$ cat config.mk
export PLATFORM = sky130hd
export DESIGN_NAME = jtag_tap_sync_flat
export DESIGN_NICKNAME = d
export VERILOG_FILES = /design/src/rtl/jtag_tap_sync_if.sv /design/src/rtl/jtag_tap_sync.sv /design/src/flat_wrapper.sv
export SDC_FILE = /design/constraint.sdc
export NUM_CORES = 1
export LEC_CHECK = 0
export BUFFER_PORTS_ARGS = -buffer_cell sky130_fd_sc_hd__buf_2
export CORE_MARGIN = 4
export CORE_UTILIZATION = 60
export DETAILED_ROUTE_END_ITERATION = 7
export PLACE_DENSITY = 0.82
export SYNTH_ARGS = -nofsm -noshare
export SYNTH_HDL_FRONTEND = slang
export SYNTH_SLANG_ARGS = --single-unit
$ cat constraint.sdc
create_clock -name clk -period 4.4 [get_ports clk]
set_input_delay 0.44 -clock clk [delete_from_list [all_inputs] [get_ports clk]]
set_output_delay 0.44 -clock clk [all_outputs]
set_load 0.05 [all_outputs]
$ cat src/rtl/jtag_tap_sync_if.sv
// jtag_tap_sync_if: JTAG pad and core-side signals of the TAP controller
interface jtag_tap_sync_if #(
  parameter int IR_LEN   = 4,
  parameter int USER_LEN = 32
);
  logic                tck;
  logic                tms;
  logic                tdi;
  logic                trst_n;
  logic                tdo;
  logic                tdo_en;
  logic [3:0]          tap_state;
  logic [IR_LEN-1:0]   ir_value;
  logic [USER_LEN-1:0] user_capture_data;
  logic [USER_LEN-1:0] user_dr;
  logic                user_update;
  modport master (
    output tck, tms, tdi, trst_n, user_capture_data,
    input  tdo, tdo_en, tap_state, ir_value, user_dr, user_update
  );
  modport slave (
    input  tck, tms, tdi, trst_n, user_capture_data,
    output tdo, tdo_en, tap_state, ir_value, user_dr, user_update
  );
endinterface

$ cat src/rtl/jtag_tap_sync.sv
// jtag_tap_sync: oversampled IEEE 1149.1 TAP with IR, BYPASS, IDCODE and USER data register
module jtag_tap_sync #(
  parameter int          IR_LEN      = 4,
  parameter logic [31:0] IDCODE_VAL  = 32'h1000_0001,
  parameter int          USER_LEN    = 32,
  parameter int          SYNC_STAGES = 2
) (
  input logic             clk,
  input logic             rst,
  jtag_tap_sync_if.slave  jtag
);
  typedef enum logic [3:0] {
    EX2_DR = 4'h0, EX1_DR = 4'h1, SHIFT_DR = 4'h2, PAUSE_DR = 4'h3,
    SEL_IR = 4'h4, UPD_DR = 4'h5, CAP_DR   = 4'h6, SEL_DR   = 4'h7,
    EX2_IR = 4'h8, EX1_IR = 4'h9, SHIFT_IR = 4'hA, PAUSE_IR = 4'hB,
    RTI    = 4'hC, UPD_IR = 4'hD, CAP_IR   = 4'hE, TLR      = 4'hF
  } state_t;
  localparam logic [IR_LEN-1:0] IR_IDCODE = IR_LEN'(1);
  localparam logic [IR_LEN-1:0] IR_USER   = IR_IDCODE << (IR_LEN - 1);
  logic [SYNC_STAGES-1:0][3:0] sync;
  logic                        tck_s, tms_s, tdi_s, trst_s, tck_q;
  logic                        tck_rise, tck_fall;
  state_t                      state, nxt;
  logic [IR_LEN-1:0]           ir, ir_sr;
  logic [31:0]                 id_sr;
  logic [USER_LEN-1:0]         user_sr, user_dr;
  logic                        byp_sr, tdo, tdo_en, user_update;
  logic                        sel_idcode, sel_user, dr_lsb;
  assign {tck_s, tms_s, tdi_s, trst_s} = sync[SYNC_STAGES-1];
  assign tck_rise   = tck_s & ~tck_q;
  assign tck_fall   = ~tck_s & tck_q;
  assign sel_idcode = ir == IR_IDCODE;
  assign sel_user   = ir == IR_USER;
  assign dr_lsb     = sel_user ? user_sr[0] : sel_idcode ? id_sr[0] : byp_sr;
  assign jtag.tdo         = tdo;
  assign jtag.tdo_en      = tdo_en;
  assign jtag.tap_state   = state;
  assign jtag.ir_value    = ir;
  assign jtag.user_dr     = user_dr;
  assign jtag.user_update = user_update;
  // Pads idle high through external pull-ups, so the synchronizer resets to 1
  always_ff @(posedge clk) begin
    if (rst) begin
      sync  <= '1;
      tck_q <= 1'b1;
    end else begin
      sync  <= {sync[SYNC_STAGES-2:0], {jtag.tck, jtag.tms, jtag.tdi, jtag.trst_n}};
      tck_q <= tck_s;
    end
  end
  always_comb begin
    nxt = state;
    case (state)
      TLR:      nxt = tms_s ? TLR    : RTI;
      RTI:      nxt = tms_s ? SEL_DR : RTI;
      SEL_DR:   nxt = tms_s ? SEL_IR : CAP_DR;
      CAP_DR:   nxt = tms_s ? EX1_DR : SHIFT_DR;
      SHIFT_DR: nxt = tms_s ? EX1_DR : SHIFT_DR;
      EX1_DR:   nxt = tms_s ? UPD_DR : PAUSE_DR;
      PAUSE_DR: nxt = tms_s ? EX2_DR : PAUSE_DR;
      EX2_DR:   nxt = tms_s ? UPD_DR : SHIFT_DR;
      UPD_DR:   nxt = tms_s ? SEL_DR : RTI;
      SEL_IR:   nxt = tms_s ? TLR    : CAP_IR;
      CAP_IR:   nxt = tms_s ? EX1_IR : SHIFT_IR;
      SHIFT_IR: nxt = tms_s ? EX1_IR : SHIFT_IR;
      EX1_IR:   nxt = tms_s ? UPD_IR : PAUSE_IR;
      PAUSE_IR: nxt = tms_s ? EX2_IR : PAUSE_IR;
      EX2_IR:   nxt = tms_s ? UPD_IR : SHIFT_IR;
      UPD_IR:   nxt = tms_s ? SEL_DR : RTI;
      default:  nxt = TLR;
    endcase
  end
  always_ff @(posedge clk) begin
    if (rst) begin
      state       <= TLR;
      ir          <= IR_IDCODE;
      ir_sr       <= '0;
      id_sr       <= '0;
      user_sr     <= '0;
      byp_sr      <= 1'b0;
      tdo         <= 1'b0;
      tdo_en      <= 1'b0;
      user_dr     <= '0;
      user_update <= 1'b0;
    end else begin
      user_update <= 1'b0;
      if (!trst_s) begin
        state  <= TLR;
        ir     <= IR_IDCODE;
        tdo_en <= 1'b0;
      end else if (tck_rise) begin
        state  <= nxt;
        tdo_en <= (nxt == SHIFT_IR) || (nxt == SHIFT_DR);
        if (nxt == TLR) ir <= IR_IDCODE;
        if (state == CAP_IR) ir_sr <= IR_IDCODE;
        if (state == SHIFT_IR) ir_sr <= IR_LEN'({tdi_s, ir_sr} >> 1);
        if (state == CAP_DR) begin
          id_sr   <= IDCODE_VAL;
          byp_sr  <= 1'b0;
          user_sr <= jtag.user_capture_data;
        end
        // Shift-DR moves only the register selected by the active instruction
        if (state == SHIFT_DR) begin
          if (sel_user) user_sr <= USER_LEN'({tdi_s, user_sr} >> 1);
          else if (sel_idcode) id_sr <= {tdi_s, id_sr[31:1]};
          else byp_sr <= tdi_s;
        end
      end else if (tck_fall) begin
        if (state == SHIFT_IR) tdo <= ir_sr[0];
        else if (state == SHIFT_DR) tdo <= dr_lsb;
        if (state == UPD_IR) ir <= ir_sr;
        if (state == UPD_DR && sel_user) begin
          user_dr     <= user_sr;
          user_update <= 1'b1;
        end
      end
    end
  end
endmodule

$ cat src/flat_wrapper.sv
// flat-port wrapper written by rule: the top's interface ports become plain ports
module jtag_tap_sync_flat 
#(
  parameter int          IR_LEN      = 4,
  parameter logic [31:0] IDCODE_VAL  = 32'h1000_0001,
  parameter int          USER_LEN    = 32,
  parameter int          SYNC_STAGES = 2
)
  (clk, rst, jtag_tck, jtag_tms, jtag_tdi, jtag_trst_n, jtag_user_capture_data, jtag_tdo, jtag_tdo_en, jtag_tap_state, jtag_ir_value, jtag_user_dr, jtag_user_update);
  jtag_tap_sync_if #(.IR_LEN(IR_LEN), .USER_LEN(USER_LEN)) jtag_i ();
  input logic clk;
  input logic rst;
  input wire logic [$bits(jtag_i.tck)-1:0] jtag_tck;
  input wire logic [$bits(jtag_i.tms)-1:0] jtag_tms;
  input wire logic [$bits(jtag_i.tdi)-1:0] jtag_tdi;
  input wire logic [$bits(jtag_i.trst_n)-1:0] jtag_trst_n;
  input wire logic [$bits(jtag_i.user_capture_data)-1:0] jtag_user_capture_data;
  output wire logic [$bits(jtag_i.tdo)-1:0] jtag_tdo;
  output wire logic [$bits(jtag_i.tdo_en)-1:0] jtag_tdo_en;
  output wire logic [$bits(jtag_i.tap_state)-1:0] jtag_tap_state;
  output wire logic [$bits(jtag_i.ir_value)-1:0] jtag_ir_value;
  output wire logic [$bits(jtag_i.user_dr)-1:0] jtag_user_dr;
  output wire logic [$bits(jtag_i.user_update)-1:0] jtag_user_update;
  assign jtag_i.tck = jtag_tck;
  assign jtag_i.tms = jtag_tms;
  assign jtag_i.tdi = jtag_tdi;
  assign jtag_i.trst_n = jtag_trst_n;
  assign jtag_i.user_capture_data = jtag_user_capture_data;
  assign jtag_tdo = jtag_i.tdo;
  assign jtag_tdo_en = jtag_i.tdo_en;
  assign jtag_tap_state = jtag_i.tap_state;
  assign jtag_ir_value = jtag_i.ir_value;
  assign jtag_user_dr = jtag_i.user_dr;
  assign jtag_user_update = jtag_i.user_update;
  jtag_tap_sync #(.IR_LEN(IR_LEN), .IDCODE_VAL(IDCODE_VAL), .USER_LEN(USER_LEN), .SYNC_STAGES(SYNC_STAGES)) u_core (.clk(clk), .rst(rst), .jtag(jtag_i));
endmodule
# Yosys cells after proc, flatten, opt, wreduce, memory -nomap -nowiden
# Cells that the tools add are included.
# totals
mem_bits_rw	0
memories	0
latchBits	0
reg_bits	121
in_bits	38
rom_bits	0
word_cells	93
out_inout_bits	43
# classes
shifts	0
muxes	35
mul	0
div_mod_pow	0
n_eq_ne	21
magnitude_cmp	0
addsub	0
reduce_logical	17
bitwise_logic	7
# ops
op	n
2-to-1 mux 32 bit	7
one-hot mux 4 bit (12 select lines)	1
== test 4 bit, second input constant	11
2-to-1 mux 4 bit	7
== test 4 x 3 -> 1 bit, second input constant	4
== test 4 x 2 -> 1 bit, second input constant	3
2-to-1 mux 2 bit	6
2-to-1 mux 3 bit	4
2-to-1 mux 1 bit	10
== test 4 x 1 -> 1 bit, second input constant	2
AND reduction 4 bit	2
nonzero test 2 bit	4
AND reduction 3 bit	2
OR reduction 2 bit	3
inverter 1 bit	5
zero test 4 bit	1
OR reduction 4 bit	1
OR reduction 3 bit	1
bitwise AND 1 bit	2
!= test 2 bit, second input constant	1
AND reduction 2 bit	1
logical AND 1 bit	1
logical OR 1 bit	1

# Depth between registers and ports, before layout
# logic_depth
word_depth	6
mapped_depth	8
depth_no_buf	5

# Least setup slack after synthesis
# Ideal clock, no wire load.
# synth_timing
path_kind	register to register
from	register u_core.state[2] (netlist: u_core.jtag.tap_state[2])
to	register u_core.ir[0] (netlist: u_core.jtag.ir_value[0])
synth_period_minus_slack_ps	2019
required_ps	4328
t_arrival_ps	1947
path_buffers	1
setup_time_ps	72
path_stages_with_launch	7
path_slack_ps	2381
cell_sequence	dfxtp_1 -> buf_4 -> and2b_2 -> a21oi_1 -> o221a_2 -> o31ai_4 -> mux2i_1
# synth_via
elab_chain_len	6
word_cells_on_any_way	24
cone_classes	17 x eq/ne; 1 x mux; 6 x reduce/logical
# synth_rtl
element	line	source
start, declared	jtag_tap_sync.sv:23	state_t state, nxt;
start signal, assigned	jtag_tap_sync.sv:92	state <= nxt;
== test 4 bit (tied with other cells)	jtag_tap_sync.sv:53	case (state)
OR reduction 3 bit (no line) / OR reduction 2 bit (equally long branches)	-	
one-hot mux 4 bit (12 select lines)	jtag_tap_sync.sv:53	
== test 4 bit	jtag_tap_sync.sv:94	if (nxt == TLR) ir <= IR_IDCODE;
!= test 2 bit (no line)	-	
AND reduction 3 bit (no line) *	-	
end signal, assigned	jtag_tap_sync.sv:111	if (state == UPD_IR) ir <= ir_sr;
end, declared	jtag_tap_sync.sv:24	logic [IR_LEN-1:0] ir, ir_sr;
# Mark *: on every way between the ends. The rest lies on a longest branch, timed or not.
# A chain may end at the register's enable or synchronous reset.

# Final worst setup path
# layout_timing
from	register u_core.sync[4] (netlist name)
to	register u_core.id_sr[26]
# layout_via
elab_chain_len	1
# layout_rtl
element	line	source
start, declared	jtag_tap_sync.sv:20	logic [SYNC_STAGES-1:0][3:0] sync;
start signal, assigned	jtag_tap_sync.sv:47	sync <= {sync[SYNC_STAGES-2:0], {jtag.tck, jtag.tms, jtag.tdi, jtag.trst_n}};
AND reduction 2 bit (no line)	-	
end signal, assigned	jtag_tap_sync.sv:105	else if (sel_idcode) id_sr <= {tdi_s, id_sr[31:1]};
end, declared	jtag_tap_sync.sv:25	logic [31:0] id_sr;
# No other way between the ends.

==> reports/summary.json <==
{
  "peak_freq": {"value": 0.3501, "unit": "GHz"},
  "worstPathArrival": {"value": 3290, "unit": "ps"},
  "period_needed": {"value": 2856, "unit": "ps"},
  "post_synthesis_cell_type_count": {"value": 44},
  "vdd.ir_drop.worst": {"value": 0.3064, "unit": "mV"},
  "dpl_cell_area": {"value": 5241, "unit": "um^2"},
  "unrepaired_setup_endpoints_after_global_routing": {"value": "no"},
  "period_utilization": {"value": 0.6491},
  "whs_path_depth": {"value": 2},
  "post_route_cells_drive_above_1_share": {"value": 0.2702},
  "postLayoutCellArea": {"value": 5881, "unit": "um^2"},
  "syn-cell-area": {"value": 4932, "unit": "um^2"},
  "hold-path-endpoint": {"value": "u_core.sync[1]"},
  "global_route_wire_length_before_repair": {"value": 17900, "unit": "um"},
  "detailedRoute.firstPassIterationCount": {"value": 5},
  "total_leakage_power": {"value": 2.363, "unit": "nW"},
  "cts.clk_slew.worst_paths": {"value": 60, "unit": "ps"},
  "startpoint": {"value": "u_core.sync[4]"},
  "setup_violations": {"value": 0},
  "drtAntennaViolNets": {"value": 0},
  "initial_core_util": {"value": 0.6285},
  "io_pins": {"value": 81},
  "synth_top_area_cell": {"value": "sky130_fd_sc_hd__dfxtp_1"},
  "cts_tree": {"value": "yes"},
  "count_of_h_tree_levels_built_during_cts": {"value": 4},
  "grt_usage": {"value": 0.2275},
  "leading_cell_type_in_the_layout_fill_and_taps_excluded": {"value": "sky130_fd_sc_hd__dfxtp_1"},
  "synth_top_area_share": {"value": 0.4911},
  "drv_cap": {"value": 0},
  "syn_nets": {"value": 572},
  "timing.rr.end": {"value": "u_core.id_sr[26]"},
  "share_of_flip_flops_with_an_asynchronous_set_or_reset": {"value": 0},
  "synth_top_cells_by_area": {"value": "sky130_fd_sc_hd__dfxtp_1 49%, sky130_fd_sc_hd__a211oi_2 7.6%, sky130_fd_sc_hd__nand2_1 6.2%, sky130_fd_sc_hd__nor2_1 5.4%, sky130_fd_sc_hd__mux2i_1 4.9%"},
  "antenna_cells_inserted": {"value": 0},
  "tritoncts.num_buffers": {"value": 17},
  "final.setup.tns": {"value": 0, "unit": "ps"},
  "grt_pass1_vias": {"value": 3826},
  "synthFlopType": {"value": "sky130_fd_sc_hd__dfxtp_1"},
  "clock_latency_reported_for_the_late_side_of_the_worst_skew_pair": {"value": 510, "unit": "ps"},
  "ctsLongestPathBuffers": {"value": 2},
  "hold_path_startpoint": {"value": "jtag_tdi"},
  "area_growth": {"value": 19.23, "unit": "%"},
  "timing.final.hold_violations": {"value": 0},
  "route.detailed.wl_per_inst": {"value": 15.28, "unit": "um"},
  "routed_wirelength": {"value": 10840, "unit": "um"},
  "pwr_density_cell": {"value": 452.7, "unit": "nW/um^2"},
  "fin_skew": {"value": 5.630, "unit": "ps"},
  "post_cts_resized": {"value": 0},
  "reg2reg_depth": {"value": 5},
  "grt_overflow_total": {"value": 0},
  "r2r_setup_slack": {"value": 1540, "unit": "ps"},
  "instances_no_fill": {"value": 709},
  "timing.final.max_slew_violations": {"value": 0},
  "cts-root-buf": {"value": "sky130_fd_sc_hd__clkbuf_8"},
  "drc": {"value": 0},
  "power.total": {"value": 2.662, "unit": "mW"},
  "crit_slowest_cell": {"value": "sky130_fd_sc_hd__nor3_4"},
  "cell_chain_critical_path": {"value": "and3b_1, nand3_1, nor3_4, a22oi_1, nor2_1"},
  "synth_edf_count": {"value": 0},
  "worst_slew_margin_rel": {"value": 0.2317},
  "number_of_core_rows": {"value": 32},
  "startpoint_type": {"value": "flop"},
  "yosys_register_bits": {"value": 121},
  "critPathCaptureType": {"value": "flop"},
  "post-cts-setup-buffer-count": {"value": 0},
  "finalWeightedCongestion": {"value": 0.8799},
  "crit_fanout": {"value": 32},
  "grt_max_degree": {"value": 61},
  "coreArea": {"value": 7848, "unit": "um^2"},
  "crit_path_kind": {"value": "flop to flop"},
  "clock_sink_count": {"value": 121},
  "min_path_type": {"value": "primary input to flop"},
  "die_height": {"value": 98.67, "unit": "um"},
  "fillerInstances": {"value": 558},
  "total_vias_in_the_final_route": {"value": 4008},
  "status": {"value": "finished, final reports clean"},
  "most-common-layout-cells": {"value": "121 x sky130_fd_sc_hd__dfxtp_1, 82 x sky130_fd_sc_hd__nand2_1, 79 x sky130_fd_sc_hd__buf_2, 71 x sky130_fd_sc_hd__nor2_1, 45 x sky130_fd_sc_hd__a21oi_1"},
  "place.port_buffers": {"value": 80},
  "grt_antenna_before_repair": {"value": 0},
  "cts.hold.buffers_added": {"value": 0},
  "synth_sequential_area_ratio": {"value": 0.4911},
  "synth_area_per_cell": {"value": 9.236, "unit": "um^2"},
  "fp.dieArea": {"value": 9735, "unit": "um^2"},
  "worst-slew-pin-transition": {"value": 1152, "unit": "ps"},
  "worst_ep_required_time": {"value": 4840, "unit": "ps"},
  "die_w": {"value": 98.67, "unit": "um"},
  "cp_slowest_stage_delay": {"value": 930, "unit": "ps"},
  "r2r_start": {"value": "u_core.sync[4]"},
  "place_hpwl": {"value": 6556, "unit": "um"},
  "synthesis.yosys.warnings": {"value": 0},
  "drt_first_iter_violations": {"value": 215},
  "dp_cells": {"value": 677},
  "detail_route.vias_per_cell": {"value": 5.653},
  "syn-instance-count": {"value": 534},
  "finalHoldWorstSlack": {"value": 109.0, "unit": "ps"},
  "final_nets": {"value": 632}
}
## layer usage
metal | share of wire | vias to the layer above | global-route usage | wire (um)
li1 | - | 1989 | - | -
met1 | 0.42 | 1875 | 0.2728 | 4508
met2 | 0.51 | 120 | 0.3786 | 5511
met3 | 0.055 | 24 | 0.06582 | 595
met4 | 0.020 | 0 | 0.1019 | 221
met5 | 0 | - | 0 | 0
## synthesized netlist by cell type, types with 4 or more instances
master	number
sky130_fd_sc_hd__buf_6	8
sky130_fd_sc_hd__nor2b_1	6
sky130_fd_sc_hd__o21ai_0	6
sky130_fd_sc_hd__clkbuf_1	17
sky130_fd_sc_hd__buf_2	14
sky130_fd_sc_hd__a211oi_2	30
sky130_fd_sc_hd__or2_2	9
sky130_fd_sc_hd__inv_1	9
sky130_fd_sc_hd__o22ai_1	12
sky130_fd_sc_hd__nor2_1	71
sky130_fd_sc_hd__dfxtp_1	121
sky130_fd_sc_hd__nand2b_1	4
sky130_fd_sc_hd__mux2i_1	24
sky130_fd_sc_hd__a21oi_1	45
sky130_fd_sc_hd__a22oi_1	31
sky130_fd_sc_hd__nand3_1	6
sky130_fd_sc_hd__nand2_1	82
## area by class of cell
class	instances	area (um^2)	share of cell area
clock buffer	18	417.9	0.07106
clock inverter	14	221.5	0.03766
inverter	9	33.78	0.005745
multi-input combinational	361	2225	0.3783
sequential	121	2422	0.4119
tap	102	127.6	0.02170
timing repair buffer	84	432.9	0.07362
## critical path: cells and delay by family, from the launching register on
family	cells	cell delay, ps
AND/OR/NAND/NOR	4	2110
AO/OA/AOI/OAI	1	240
flip-flops	1	430
## flip-flops by register name, summed over array words and instances, names as in the netlist
register	count
u_core.sync	8
u_core.byp_sr	1
u_core.ir_sr	4
u_core.jtag.user_update	1
u_core.jtag.tdo_en	1
u_core.user_sr	32
u_core.tck_q	1
u_core.jtag.tap_state	4
u_core.jtag.ir_value	4
u_core.jtag.user_dr	32
u_core.id_sr	32
u_core.jtag.tdo	1
## where the power goes
group | switching [mW] | leakage (nW) | internal, mW | total (mW)
sequential | 0.00558 | 0.977 | 1.10 | 1.11
combinational | 0.0433 | 1.08 | 0.0263 | 0.0696
clock | 0.505 | 0.302 | 0.981 | 1.49
## cell families (layout without fill, tap and decap cells)
logic type,Yosys count,in the layout,synth area share
compound gates,137,137,0.2166
mux,24,24,0.04871
simple gates,199,199,0.1839
buf+inv,52,125,0.05784
xor+xnor,1,1,0.001776
flops,121,121,0.4911
## how the worst max path moves through the flow
stage | end | depth (start not counted)
after floorplan | u_core.jtag.ir_value[0] | 6
after global placement | u_core.user_sr[31] | 7
after detailed placement | u_core.user_sr[28] | 7
after CTS | u_core.id_sr[26] | 5
after global routing | u_core.id_sr[26] | 5
final | u_core.id_sr[26] | 5
## through the flow
stage | setup slack, ps | utilization
global placement | 1741 | 0.6679
CTS | 1536 | 0.7494
finish | 1544 | 0.7494
detailed placement | 1597 | 0.6679
global route | 1297 | 0.7494
floorplan | 2381 | -
No activity file was read; power rests on OpenSTA's default activity.
